**config.mk**
```make
export PLATFORM = sky130hd
export DESIGN_NAME = hazard_stall_unit
export DESIGN_NICKNAME = d
export VERILOG_FILES = /design/src/rtl/hazard_stall_unit.sv
export SDC_FILE = /design/constraint.sdc
export NUM_CORES = 1
export LEC_CHECK = 0
export BUFFER_PORTS_ARGS = -buffer_cell sky130_fd_sc_hd__buf_2
export CAP_MARGIN = 25
export CORE_MARGIN = 5
export CORE_UTILIZATION = 50
export CTS_BUF_LIST = sky130_fd_sc_hd__clkbuf_8
export DETAILED_ROUTE_END_ITERATION = 6
export PLACE_DENSITY_LB_ADDON = 0.15
export SYNTH_ARGS = -nofsm -noshare
export SYNTH_HDL_FRONTEND = slang
export SYNTH_SLANG_ARGS = --single-unit
```
**constraint.sdc**
```tcl
create_clock -name clk -period 2.82 [get_ports clk]
set_input_delay 0.564 -clock clk [delete_from_list [all_inputs] [get_ports clk]]
set_output_delay 0.564 -clock clk [all_outputs]
set_load 0.02 [all_outputs]
```
**src/rtl/hazard_stall_unit.sv**
```systemverilog
// hazard_stall_unit: decode-stage RAW hazard detector for a 5-stage pipeline
// without forwarding. A 2-entry scoreboard (EX slot, MEM slot) holds the
// destination registers of in-flight writers. When the ID instruction reads
// one of them, ST is raised and the PC and IF/ID register are held.
// Optional build macro: HAZARD_STALL_CNT_EN enables the saturating stall
// counter; without it stall_cnt is tied to zero.
module hazard_stall_unit #(
    parameter int INSTR_W    = 16,
    parameter int REG_ADDR_W = 4,
    parameter int CNT_W      = 16
) (
    input  logic               clk,
    input  logic               rst_n,
    input  logic               instr_valid,
    input  logic [INSTR_W-1:0] instr,
    output logic               ST,
    output logic               pc_write_en,
    output logic               ifid_write_en,
    output logic               sb_ex_valid,
    output logic               sb_mem_valid,
    output logic [CNT_W-1:0]   stall_cnt
);

    // Opcode encodings understood by this pipeline
    localparam logic [3:0] OP_SW   = 4'b0000;
    localparam logic [3:0] OP_NOR  = 4'b0001;
    localparam logic [3:0] OP_ADDI = 4'b0011;
    localparam logic [3:0] OP_AND  = 4'b0111;
    localparam logic [3:0] OP_OR   = 4'b1111;

    // Field positions: opcode [15:12], rd [11:8], rs [7:4], rt/imm [3:0]
    localparam int OP_LSB = INSTR_W - 4;
    localparam int RD_LSB = OP_LSB - REG_ADDR_W;
    localparam int RS_LSB = RD_LSB - REG_ADDR_W;
    localparam int RT_LSB = RS_LSB - REG_ADDR_W;

    localparam logic [REG_ADDR_W-1:0] REG_ZERO = '0;

    // Decoded instruction fields
    logic [3:0]            opcode;
    logic [REG_ADDR_W-1:0] rd;
    logic [REG_ADDR_W-1:0] rs;
    logic [REG_ADDR_W-1:0] rt;

    // Decoded instruction class
    logic is_writer;
    logic reads_rs;
    logic reads_rt;
    logic reads_rd;

    // Per-source hazard flags
    logic rs_hazard;
    logic rt_hazard;
    logic rd_hazard;

    // Scoreboard state
    logic                  ex_valid_q;
    logic [REG_ADDR_W-1:0] ex_rd_q;
    logic                  mem_valid_q;
    logic [REG_ADDR_W-1:0] mem_rd_q;

    // Value loaded into the EX slot at the next edge
    logic                  ex_valid_d;
    logic [REG_ADDR_W-1:0] ex_rd_d;

    // Split the instruction into its fields
    always_comb begin
        opcode = instr[OP_LSB +: 4];
        rd     = instr[RD_LSB +: REG_ADDR_W];
        rs     = instr[RS_LSB +: REG_ADDR_W];
        rt     = instr[RT_LSB +: REG_ADDR_W];
    end

    // Classify the opcode: which registers it reads and whether it writes rd
    always_comb begin
        is_writer = 1'b0;
        reads_rs  = 1'b0;
        reads_rt  = 1'b0;
        reads_rd  = 1'b0;
        unique case (opcode)
            OP_NOR, OP_AND, OP_OR: begin
                is_writer = 1'b1;
                reads_rs  = 1'b1;
                reads_rt  = 1'b1;
            end
            OP_ADDI: begin
                is_writer = 1'b1;
                reads_rs  = 1'b1;
            end
            OP_SW: begin
                reads_rs  = 1'b1;
                reads_rd  = 1'b1;
            end
            default: begin
                is_writer = 1'b0;
            end
        endcase
    end

    // A source hazards when it is read, is not R0, and a valid slot targets it
    always_comb begin
        rs_hazard = reads_rs && (rs != REG_ZERO) &&
                    ((ex_valid_q  && (ex_rd_q  == rs)) ||
                     (mem_valid_q && (mem_rd_q == rs)));
        rt_hazard = reads_rt && (rt != REG_ZERO) &&
                    ((ex_valid_q  && (ex_rd_q  == rt)) ||
                     (mem_valid_q && (mem_rd_q == rt)));
        rd_hazard = reads_rd && (rd != REG_ZERO) &&
                    ((ex_valid_q  && (ex_rd_q  == rd)) ||
                     (mem_valid_q && (mem_rd_q == rd)));
    end

    // Stall and hold enables; WB is not checked because the register file
    // writes in the first half-cycle and reads in the second
    always_comb begin
        ST            = instr_valid && (rs_hazard || rt_hazard || rd_hazard);
        pc_write_en   = ~ST;
        ifid_write_en = ~ST;
    end

    // Only an issuing writer with a nonzero rd is tracked; everything else is a bubble
    always_comb begin
        ex_valid_d = 1'b0;
        ex_rd_d    = REG_ZERO;
        if (instr_valid && !ST && is_writer && (rd != REG_ZERO)) begin
            ex_valid_d = 1'b1;
            ex_rd_d    = rd;
        end
    end

    // Scoreboard shift register: EX slot ages into the MEM slot every cycle
    always_ff @(posedge clk) begin
        if (!rst_n) begin
            ex_valid_q  <= 1'b0;
            ex_rd_q     <= REG_ZERO;
            mem_valid_q <= 1'b0;
            mem_rd_q    <= REG_ZERO;
        end else begin
            mem_valid_q <= ex_valid_q;
            mem_rd_q    <= ex_rd_q;
            ex_valid_q  <= ex_valid_d;
            ex_rd_q     <= ex_rd_d;
        end
    end

    // Debug visibility of the scoreboard occupancy
    always_comb begin
        sb_ex_valid  = ex_valid_q;
        sb_mem_valid = mem_valid_q;
    end

`ifdef HAZARD_STALL_CNT_EN
    logic [CNT_W-1:0] stall_cnt_q;

    // Count stalled cycles, saturating at all-ones
    always_ff @(posedge clk) begin
        if (!rst_n) begin
            stall_cnt_q <= '0;
        end else if (ST && (stall_cnt_q != {CNT_W{1'b1}})) begin
            stall_cnt_q <= stall_cnt_q + 1'b1;
        end
    end

    // Expose the counter
    always_comb begin
        stall_cnt = stall_cnt_q;
    end
`else
    // Counter not built
    always_comb begin
        stall_cnt = '0;
    end
`endif

endmodule

```
==> results.json, run 1 <==
{
  "status": "finished clean",
  "path_class": "in -> out",
  "pin_count": 40,
  "syn_area_per_cell_um2": 8.772,
  "wl_per_cell_um": 13.61,
  "crit_required_ns": 2.26,
  "final_cell_mix": "buf_2, xor2_1, conb_1, dfxtp_1, nor4_1",
  "cts-resized-gates": 0,
  "die_h_um": 50.39,
  "clkPwrFrac_pct": 43.8,
  "coreArea_mm2": 0.001524,
  "yosys_register_bits": 10,
  "via_per_inst": 5.132,
  "area_growth_pct": 16.41,
  "vias": 698,
  "cp_max_fo": 7,
  "cts-root-buf": "clkbuf_8",
  "tns_ns": 0,
  "synth_top_area_cell": "dfxtp_1",
  "leakage_nw": 0.4720,
  "post_cts_buffers": 0,
  "fin_ws_ns": 0.2370,
  "rows": 14,
  "finalPower_uw": 405.9,
  "htree_num_levels": 1,
  "max-slew-margin-rel_pct": 62.74,
  "remaining_drc_errors": 0,
  "p_sw_uw": 110.6,
  "rr_worst_depth": 5,
  "hold_viol": 0,
  "synthXorXnorAreaFrac_pct": 25.77,
  "min_period_over_period_pct": 91.60,
  "cts_tree": "yes",
  "antenna_found_initial": 0,
  "cp-end-kind": "primary output",
  "power_density_mw_per_mm2": 427.5,
  "dr.pass1.iters": 4,
  "tightest_slew_ns": 0.5516,
  "grt_pass1_vias": 641,
  "sw_frac_of_total_pct": 27.24,
  "grt_pass1_wl_mm": 2.842,
  "fillers": 156,
  "finalClockSkew_ns": 0.001672,
  "gp_congestion": 0.8321,
  "netlist-cell-type-count": 21,
  "syn_inst": 93,
  "synth-adder-area-share_pct": 0,
  "synthTopCellsByArea": "dfxtp_1, xor2_1, buf_4, nor4_1, xnor2_1",
  "start_util_pct": 53.53,
  "synthMuxAreaShare_pct": 1.687,
  "cts_sinks": 10,
  "intPower_uw": 295.4,
  "synth_seq_area_share_pct": 24.54,
  "min_period_ns": 2.583,
  "peakVddDrop_mv": 0.3483,
  "path_clk_slew_ns": 0.05,
  "start_kind": "primary input",
  "io_buffers": 23,
  "clock_latency_ns": 0.23,
  "worstHoldPathCells": 1,
  "die_area_mm2": 0.002539,
  "finalSetupViolations": 0,
  "drive_above_1_share_pct": 26.67,
  "rsz0062_at_grt": "no",
  "syn_area_um2": 815.8,
  "yosys.area_share.simple_pct": 17.64,
  "drtIter0Drc": 12,
  "ant_nets": 0,
  "cts_made_buffers": 3,
  "cts_max_path_buffers": 2,
  "synth.top_cell.area_share_pct": 24.54,
  "cap_viol_max_count": 0,
  "power_frac_seq_pct": 36.4,
  "wirelength_mm": 1.851,
  "place_ws_ns": 0.2268,
  "hpwlAfterDp_mm": 1.543,
  "ys.warnings.count": 0,
  "final_common_cell": "buf_2",
  "grt_max_degree": 8,
  "synth-compound-area-share_pct": 11.50,
  "hold_class": "reg -> reg",
  "synth_top_family_by_area": "XOR/XNOR gates",
  "fmax_mhz": 387.1,
  "chipWidth_um": 50.39,
  "worstPathArrival_ns": 2.02,
  "grt_usage_pct": 14.48,
  "fin_nets": 140,
  "drv_slew": 0,
  "cts_hold_buf": 0,
  "diodes": 0,
  "combinationalPowerShare_pct": 19.8,
  "overflow": 0
}
## synthesized netlist by cell type
cell type  instances
nand2_1            4
a21oi_1            2
nand3_1            1
buf_4             17
xnor2_1            6
o2111ai_1          1
and2_1             5
dfxtp_1           10
nor4b_2            1
nand4_1            1
a31oi_1            2
a21bo_1            1
o41ai_1            2
xor2_1            18
nor4_1             9
conb_1             1
nor3_1             3
mux2i_2            1
o32ai_4            1
a21boi_0           1
inv_1              6
## power by group through the flow
stage | logic [mW] | registers, mW | clock network, mW
finish | 0.0804 | 0.148 | 0.178
global route | 0.0876 | 0.148 | 0.186
CTS | 0.0796 | 0.148 | 0.179
detailed placement | 0.0793 | 0.151 | 0
global placement | 0.0779 | 0.151 | 0
floorplan | 0.0648 | 0.150 | 0
## kinds of logic (layout without fill, tap and decap cells)
kind of cell	count (synthesis)	count (layout)
multiplexers	1	1
other	1	16
AO/OA/AOI/OAI	10	10
AND/OR/NAND/NOR	24	24
flip-flops	10	10
buffers and inverters	23	35
XOR/XNOR	24	24
## metrics by stage
step | util, % | hold WS (ns) | area, um^2 | cells
2_1_floorplan | - | 0.5133 | 872.1 | 108
3_3_place_gp | 58.70 | 0.5424 | 894.6 | 132
3_5_place_dp | 58.70 | 0.5503 | 894.6 | 132
4_1_cts | 62.32 | 0.5608 | 949.7 | 136
5_1_grt | 62.32 | 0.5750 | 949.7 | 136
6_report | 62.32 | 0.5493 | 949.7 | 136
## path summary, 6_finish.rpt
kind / end / start / slack, ns
setup / recovery: pc_write_en / instr[1] / 0.24
hold / removal: sb_mem_valid / sb_ex_valid / 0.55
setup reg to reg: ex_rd_q[3] / mem_rd_q[0] / 1.25
hold reg to reg: sb_mem_valid / sb_ex_valid / 0.55
## critical path, cell delays in order
cell      delay (ns)
buf_2           0.12
xor2_1          0.14
nor4_1          0.28
a31oi_1         0.12
o32ai_4         0.43
a21boi_0        0.17
buf_2           0.19
## layer usage
metal	wire, um	GRT usage (%)	share of wire (%)	vias up
li1	-	-	-	341
met1	787	18.25	43	324
met2	865	23.01	47	29
met3	163	3.846	8.8	4
met4	35	6.383	1.9	0
met5	0	0	0	-
## layout make-up
type                            count  area [um^2]  share of cell area (%)
Tap cell                           16        20.02                   2.108
Multi-Input combinational cell     75        521.8                   54.94
Sequential cell                    10        200.2                   21.08
Inverter                            6        22.52                   2.372
Clock buffer                        4        55.05                   5.797
Timing Repair Buffer               25        130.1                   13.70
## sequential cells by signal, indices dropped and copies added, names as in the netlist
register,cells
sb_ex_valid,1
ex_rd_q,4
mem_rd_q,4
sb_mem_valid,1
(Power assumes the default switching activity.)
==> run 2: changes to the inputs <==
CTS_BUF_LIST = sky130_fd_sc_hd__clkbuf_2 sky130_fd_sc_hd__clkbuf_4 sky130_fd_sc_hd__clkbuf_8   (was sky130_fd_sc_hd__clkbuf_8)
==> results.json, run 2 (synthesis results as in run 1) <==
{
  "crit_required_ns": 2.26,
  "remaining_drc_errors": 0,
  "min_period_over_period_pct": 91.41,
  "pin_count": 40,
  "area_growth_pct": 14.11,
  "vias": 692,
  "drtIter0Drc": 8,
  "die_h_um": 50.39,
  "drv_slew": 0,
  "worstHoldPathCells": 1,
  "regArea_um2": 200.2,
  "hold_ws_ns": 0.5506,
  "chipWidth_um": 50.39,
  "diodes": 0,
  "cts-resized-gates": 0,
  "top_layer_used": "met3",
  "sw_frac_of_total_pct": 28.84,
  "cts_tree": "yes",
  "ant_nets": 0,
  "dr.pass1.iters": 4,
  "final_cell_mix": "buf_2, xor2_1, conb_1, dfxtp_1, nor4_1",
  "antenna_found_initial": 0,
  "fin_nets": 140,
  "cts_sinks": 10,
  "overflow": 0,
  "multi_input_area_um2": 521.8,
  "grt_usage_pct": 14.23,
  "power_density_mw_per_mm2": 378.2,
  "gp_congestion": 0.8321,
  "rsz0062_at_grt": "no",
  "cp_max_fo": 7,
  "hpwlAfterDp_mm": 1.543,
  "clkPwrFrac_pct": 35.3,
  "cts_hold_buf": 0,
  "cp-end-kind": "primary output",
  "worstPathArrival_ns": 2.01,
  "min_period_ns": 2.578,
  "htree_num_levels": 1,
  "cap_viol_max_count": 0,
  "path_class": "in -> out",
  "met1Wirelength_um": 771,
  "grt_pass1_vias": 649,
  "finish.utilization_pct": 61.08,
  "rr_worst_depth": 5,
  "finalClockSkew_ns": 0.001186,
  "finalSetupViolations": 0,
  "tns_ns": 0,
  "start_util_pct": 53.53,
  "fmax_mhz": 387.9,
  "reg_top3": "ex_rd_q: 4 flops, mem_rd_q: 4 flops",
  "wl_per_cell_um": 13.43,
  "post_cts_buffers": 0,
  "io_buffers": 23,
  "max-slew-margin-rel_pct": 62.80,
  "p_sw_uw": 101.5,
  "power_frac_seq_pct": 41.9,
  "path_clk_slew_ns": 0.06,
  "met2WireLength_um": 897,
  "grt_max_degree": 8,
  "met3_length_um": 157,
  "cts_max_path_buffers": 2,
  "hold_class": "reg -> reg",
  "via_per_inst": 5.088,
  "final_common_cell": "buf_2",
  "tightest_slew_ns": 0.5508,
  "status": "finished clean",
  "start_kind": "primary input",
  "wirelength_mm": 1.827,
  "clock_latency_ns": 0.26,
  "combinationalPowerShare_pct": 22.9,
  "grt_pass1_wl_mm": 2.829,
  "fillers": 158,
  "coreArea_mm2": 0.001524,
  "cts_made_buffers": 3,
  "die_area_mm2": 0.002539,
  "hold_viol": 0,
  "drive_above_1_share_pct": 26.67,
  "leakage_nw": 0.4643,
  "intPower_uw": 250.5,
  "cts-root-buf": "clkbuf_4",
  "peakVddDrop_mv": 0.2812,
  "rows": 14
}
run 2: cell count changes in the layout (fill, tap and decap cells not counted):
cell,previous run,this run
clkbuf_4,0,3
clkbuf_8,4,1
run 2: power groups by stage:
stage / clock network, mW / registers [mW] / logic [mW]
after detailed placement: 0 / 0.151 / 0.0793
after global placement: 0 / 0.151 / 0.0779
after floorplan: 0 / 0.150 / 0.0648
after global routing: 0.132 / 0.148 / 0.0876
after CTS: 0.129 / 0.147 / 0.0798
final: 0.124 / 0.147 / 0.0805
run 2: metal layers:
metal	track usage [%]	vias up
met4	2.553	0
met5	0	-
met1	17.89	322
li1	-	341
met2	23.85	29
met3	4.734	0
run 2: cell type report:
cell class                      count  share of cell area, %
Clock buffer                        4                  3.898
Sequential cell                    10                  21.51
Timing Repair Buffer               25                  13.98
Multi-Input combinational cell     75                  56.05
Inverter                            6                  2.419
Tap cell                           16                  2.151
run 2: per-stage QoR:
stage	cell area, um^2	power [mW]	setup slack [ns]	instances
2_1_floorplan	872.1	0.2149	0.1053	108
3_3_place_gp	894.6	0.2285	0.2940	132
3_5_place_dp	894.6	0.2299	0.2268	132
4_1_cts	930.9	0.3557	0.2300	136
5_1_grt	930.9	0.3677	0.09776	136
6_report	930.9	0.3520	0.2422	136
run 2: worst max-delay path, cell delays in order:
cell and delay [ns]:
buf_2 0.13, xor2_1 0.14, nor4_1 0.28, a31oi_1 0.11, o32ai_4 0.43, a21boi_0 0.17
buf_2 0.19
run 2: worst paths after layout:
path | startpoint | endpoint | slack [ns]
setup reg to reg | ex_rd_q[0] | ex_rd_q[3] | 1.24
hold / removal | sb_ex_valid | sb_mem_valid | 0.55
hold reg to reg | sb_ex_valid | sb_mem_valid | 0.55
setup / recovery | instr[1] | pc_write_en | 0.24
